<file path="config.mk">
export PLATFORM = sky130hd
export DESIGN_NAME = tile_wr_responder
export DESIGN_NICKNAME = d
export VERILOG_FILES = /design/src/rtl/tile_wr_responder.sv
export SDC_FILE = /design/constraint.sdc
export NUM_CORES = 2
export LEC_CHECK = 0
export CORE_MARGIN = 1
export CORE_UTILIZATION = 53
export CTS_BUF_LIST = sky130_fd_sc_hd__clkbuf_16
export CTS_CLUSTER_DIAMETER = 150
export DETAILED_ROUTE_END_ITERATION = 7
export GPL_TIMING_DRIVEN = 0
export PLACE_DENSITY = 0.79
export SYNTH_ARGS = -nofsm -noshare
export SYNTH_HDL_FRONTEND = slang
export SYNTH_MEMORY_MAX_BITS = 65536
export SYNTH_SLANG_ARGS = --single-unit
</file>
<file path="constraint.sdc">
create_clock -name clk -period 38.9 [get_ports clk]
set_input_delay 7.78 -clock clk [delete_from_list [all_inputs] [get_ports clk]]
set_output_delay 7.78 -clock clk [all_outputs]
set_load 0.05 [all_outputs]
</file>
<file path="src/rtl/tile_wr_responder.sv">
// tile_wr_responder: retires mesh write requests into local memory and returns
// a completion ack on the X/Y ring, or on the local ack port for this tile's own requests.
module tile_wr_responder #(
  parameter int TILE_X  = 0,
  parameter int TILE_Y  = 0,
  parameter int DEPTH   = 8,
  parameter int TIMEOUT = 255
) (
  input  logic         clk,
  input  logic         rst_n,
  input  logic         req_vld,
  output logic         req_rdy,
  input  logic [527:0] req_data,
  input  logic [32:0]  req_addr,
  input  logic [11:0]  req_size,
  input  logic [9:0]   req_src,
  input  logic [3:0]   req_tag,
  output logic         mem_wr_en,
  input  logic         mem_wr_rdy,
  output logic [527:0] mem_wr_data,
  output logic [42:0]  mem_wr_addr,
  output logic [11:0]  mem_wr_size,
  input  logic         mem_wr_done,
  output logic [1:0]   ack_vld,
  input  logic [1:0]   ack_rdy,
  output logic [16:0]  ack_pkt,
  output logic         local_ack_vld,
  output logic [3:0]   local_ack_tag,
  output logic         local_ack_err,
  output logic [7:0]   err_cnt
);
  localparam int AW = $clog2(DEPTH);
  typedef enum logic [1:0] {IDLE, ISSUE, WAIT, ACK} state_t;
  state_t state, state_nxt;
  logic [AW-1:0] wr_ptr, rd_ptr;
  logic [AW:0]   count;
  logic [7:0]    timer;
  logic          err, push, pop, in_ack, is_local, xdim, fwd, timeout_hit;
  logic [4:0]    sx, sy;
  logic [527:0]  data_q [DEPTH];
  logic [32:0]   addr_q [DEPTH];
  logic [11:0]   size_q [DEPTH];
  logic [9:0]    src_q  [DEPTH];
  logic [3:0]    tag_q  [DEPTH];
  always_ff @(posedge clk)
    if (push) begin
      data_q[wr_ptr] <= req_data;
      addr_q[wr_ptr] <= req_addr;
      size_q[wr_ptr] <= req_size;
      src_q[wr_ptr]  <= req_src;
      tag_q[wr_ptr]  <= req_tag;
    end
  assign sx          = src_q[rd_ptr][4:0];
  assign sy          = src_q[rd_ptr][9:5];
  assign xdim        = sx != 5'(TILE_X);
  assign is_local    = !xdim && sy == 5'(TILE_Y);
  assign fwd         = xdim ? sx > 5'(TILE_X) : sy > 5'(TILE_Y);
  assign req_rdy     = count != (AW+1)'(DEPTH);
  assign push        = req_vld && req_rdy;
  assign in_ack      = state == ACK;
  assign timeout_hit = state == WAIT && !mem_wr_done && timer == 8'(TIMEOUT - 1);
  assign mem_wr_en   = state == ISSUE;
  assign mem_wr_data = mem_wr_en ? data_q[rd_ptr] : '0;
  assign mem_wr_addr = mem_wr_en ? {5'(TILE_Y), 5'(TILE_X), addr_q[rd_ptr]} : '0;
  assign mem_wr_size = mem_wr_en ? size_q[rd_ptr] : '0;
  assign ack_vld       = in_ack && !is_local ? {fwd, !fwd} : 2'b00;
  assign ack_pkt       = in_ack ? {err, 1'b0, !xdim, sy, sx, tag_q[rd_ptr]} : '0;
  assign local_ack_vld = in_ack && is_local;
  assign local_ack_tag = local_ack_vld ? tag_q[rd_ptr] : '0;
  assign local_ack_err = local_ack_vld && err;
  assign pop           = local_ack_vld || |(ack_vld & ack_rdy);
  always_comb begin
    state_nxt = state;
    unique case (state)
      IDLE:  state_nxt = count != '0 ? ISSUE : IDLE;
      ISSUE: state_nxt = mem_wr_rdy ? WAIT : ISSUE;
      WAIT:  state_nxt = mem_wr_done || timeout_hit ? ACK : WAIT;
      ACK:   state_nxt = pop ? IDLE : ACK;
    endcase
  end
  always_ff @(posedge clk or negedge rst_n)
    if (!rst_n) begin
      state   <= IDLE;
      wr_ptr  <= '0;
      rd_ptr  <= '0;
      count   <= '0;
      timer   <= '0;
      err     <= 1'b0;
      err_cnt <= '0;
    end else begin
      state  <= state_nxt;
      wr_ptr <= wr_ptr + AW'(push);
      rd_ptr <= rd_ptr + AW'(pop);
      count  <= count + (AW+1)'(push) - (AW+1)'(pop);
      timer  <= state == WAIT ? timer + 8'd1 : 8'd0;
      // err only matters on the WAIT->ACK transition; it then holds through ACK
      if (state == WAIT) err <= !mem_wr_done;
      if (timeout_hit && err_cnt != 8'hff) err_cnt <= err_cnt + 8'd1;
    end
endmodule

</file>
==> results.md <==
- Worst hold slack: 0.510 ns
- Synthesized netlist cell count: 7598
- Slew margin rel.: 0.0160
- Yosys top cell area share: 0.788
- Initial core utilization: 0.534
- Worst-Skew Late Latency: 0.98 ns
- Post-synth top cells: edfxtp_1 (4696), mux4_2 (1167), nor2_1 (600), mux2i_1 (583), clkbuf_1 (137)
- Arr. time, crit path: 6.11 ns
- Worst-margin pin slew: 1.48 ns
- Initial DRC count: 11.4k
- Final-report hold violation count: 0
- Pwr Total: 17.1 mW
- Final setup TNS: 0 ns
- Core area: 335000 µm²
- Hold_buf cts: 0
- CTS tree: built
- Post-Synth XOR/XNOR Area: 0.000832
- Number of port buffers: 1198
- Clock-pin slew on the worst setup and hold paths: 0.06 ns
- Adder-Cell Fraction of Synth Area: 0.00102
- Mapped cell area: 179000 µm²
- Sequential fraction of the synthesis area: 0.792
- P per Cell Area: 78.6 nW/µm²
- Synth area leader: edfxtp_1
- Total gr overflow: 0
- Setup crit end kind: primary output
- Drt drc: 0
- Worst EP required: 31.12 ns
- Clk pwr share: 0.246
- Synth Flop Type: edfxtp_1
- GRT Util Overall: 0.276
- Total clock buffers created by CTS: 449
- Die width: 583 µm
- Ports: 1212
- # Post-CTS Setup Buffers: 0
- Post-synthesis register bit count: 4725
- Unrepaired setup endpoints after global routing: no
- Drt first pass iters: 5
- Nets: 10.1k
- Share of layout cells above drive strength 1: 0.224
- Register area: 142000 µm²
- Largest family of logic cells by synthesized area: multiplexers
- Crit-path max FO: 10
- Sink Count: 4725
- Wire per inst: 32.6 µm
- Final setup fails: 0
- Switching Fraction: 0.347
- Vias per cell: 6.14
- YS warnings: 0
- Area Overhead vs Synth: 21.4%
- Maximum VDD drop: 0.0000872 V
- Cell variety after synth: 40
- Vias: 89.4k
- Fmax: 0.0720 GHz
- Status: complete, no violations
- Hold WC Path Type: flop to flop
- Final setup skew: 0.0561 ns
- Psw: 5.93 mW
- Compound-cell area share of the yosys netlist: 0.000371
- Comb power frac: 0.370
- RD Place Congestion: 0.819
- H-tree depth: 5
- Pin count of the biggest net entering global routing: 30
- Max Cap Viol: 0
- Die area: 340000 µm²
- Final worst path period share: 0.357
- Post-CTS Resized: 0
- Syn Area/Cell: 23.5 µm²
- Int Pwr: 11.1 mW
- Critical Path Source Type: flop
- Top post-synthesis cells by area: edfxtp_1 (79%), mux4_2 (15%), mux2i_1 (3.3%)
- Simple-gate share of the synthesized area: 0.0144
- Cell with the most instances after synthesis: edfxtp_1
- First-pass GRT wire length: 669 mm
- Async SR Flop Fraction: 0.00614
- Root buffer cell: clkbuf_16
- Leak: 70.3 nW
- Final WL: 475 mm
- DIE HEIGHT: 583 µm
- Final min period: 13.88 ns
- Post-route ant nets: 0
- Detailed-placement wirelength estimate: 314 mm
- Initial antenna violation count: 178
- Setup CP Type: flop to primary output
- # rows: 212
- Seq pwr share: 0.384
- Vias in the first global route: 91.3k
- Mux cell area share after synthesis: 0.181
- Multi-input gate area: 35400 µm²
- Number of synthesized flops with an enable pin: 4696
- CTS max path bufs: 4
- Layout fillers: 20.7k
- Final Max Slew Viols: 0
==> state kept, by name, indices dropped and copies added, names as in the netlist <==
| signal | count |
|---|---|
| size_q | 96 |
| err_cnt | 8 |
| rd_ptr | 3 |
| data_q | 4224 |
| addr_q | 264 |
| err | 1 |
| tag_q | 32 |
| timer | 8 |
| src_q | 80 |
| count | 4 |
| wr_ptr | 3 |
| state | 2 |
==> power by group through the flow <==
stage / combinational [mW] / sequential, mW / clock, mW
after global placement: 5.91 / 8.15 / 0
after floorplan: 3.89 / 7.33 / 0
after detailed placement: 6.28 / 6.64 / 0
after CTS: 6.35 / 6.55 / 4.24
after global routing: 6.56 / 6.59 / 4.42
final: 6.31 / 6.55 / 4.20
==> area by class of cell <==
class	count	share of cell area
Antenna cell	148	0.00171
Clock inverter	377	0.0133
Buffer	406	0.00830
Multi-Input combinational cell	2469	0.163
Sequential cell	4725	0.653
Timing Repair Buffer	1473	0.0828
Clock buffer	450	0.0519
Inverter	9	0.000156
Tap cell	4494	0.0259
==> final timing paths <==
| path | from | to | slack, ns | depth (start not counted) |
|---|---|---|---|---|
| setup / recovery | rd_ptr[1]$_DFF_PN0_ | mem_wr_data[0] | 25.02 | 9 |
| hold / removal | err$_DFFE_PN0P_ | err$_DFFE_PN0P_ | 0.51 | 2 |
| setup reg to reg | count[2]$_DFF_PN0_ | data_q[2][141]$_DFFE_PP_ | 34.23 | 17 |
| hold reg to reg | err$_DFFE_PN0P_ | err$_DFFE_PN0P_ | 0.51 | 2 |
| max in group asynchronous | rst_n | err_cnt[2]$_DFFE_PN0P_ | 31.56 | 1 |
| min in group asynchronous | rst_n | err_cnt[3]$_DFFE_PN0P_ | 6.85 | 1 |
==> layout by cell type, fill, tap and decap left out, types with 8 or more instances in the layout <==
cell type	instances
buf_12	150
clkinv_2	87
ha_1	13
inv_1	99
conb_1	12
buf_4	16
clkinvlp_4	10
clkinv_1	125
diode_2	148
xor2_1	10
bufinv_16	31
dfrtp_1	29
buf_16	90
buf_1	129
clkbuf_16	450
nand2b_1	8
inv_6	9
clkbuf_2	11
nand2_1	15
buf_8	37
edfxtp_1	4696
mux2i_1	583
buf_2	120
nor2_1	594
clkinv_16	11
mux4_2	1167
clkbuf_1	126
clkdlybuf4s50_1	1197
==> through the flow <==
step / setup slack, ns / util / std cells / area (µm²)
after global routing: 24.93 / 0.648 / 14500 / 217000
after detailed placement: 26.12 / 0.605 / 13600 / 203000
after floorplan: 4.86 / - / 7609 / 179000
final: 25.02 / 0.649 / 14600 / 217000
after global placement: -21.70 / 0.587 / 13300 / 197000
after CTS: 24.97 / 0.647 / 14400 / 217000
==> layer usage <==
layer,track usage,wire [µm],vias up
met1,0.349,163000,46800
met3,0.0737,52800,1068
met2,0.446,234000,5354
met5,0,732,-
li1,-,-,36100
met4,0.135,24700,116
==> cells by family (layout without fill, tap and decap cells) <==
logic type / Yosys count / count (layout)
other: 1 / 160
multiplexers: 1758 / 1758
AO/OA/AOI/OAI: 11 / 11
XOR/XNOR: 17 / 17
AND/OR/NAND/NOR: 657 / 657
adder cells (fa/ha/maj): 14 / 14
buffers and inverters: 415 / 2715
flip-flops: 4725 / 4725
==> worst max-delay path: stages, from the launching register on <==
cell and delay, ns:
dfrtp_1 0.37, buf_4 0.21, buf_6 0.20, buf_2 0.54, clkbuf_1 1.06, buf_1 0.72
mux4_2 0.35, mux2i_1 0.13, nor2_1 0.58, clkdlybuf4s50_1 0.93
(Power assumes the default switching activity.)
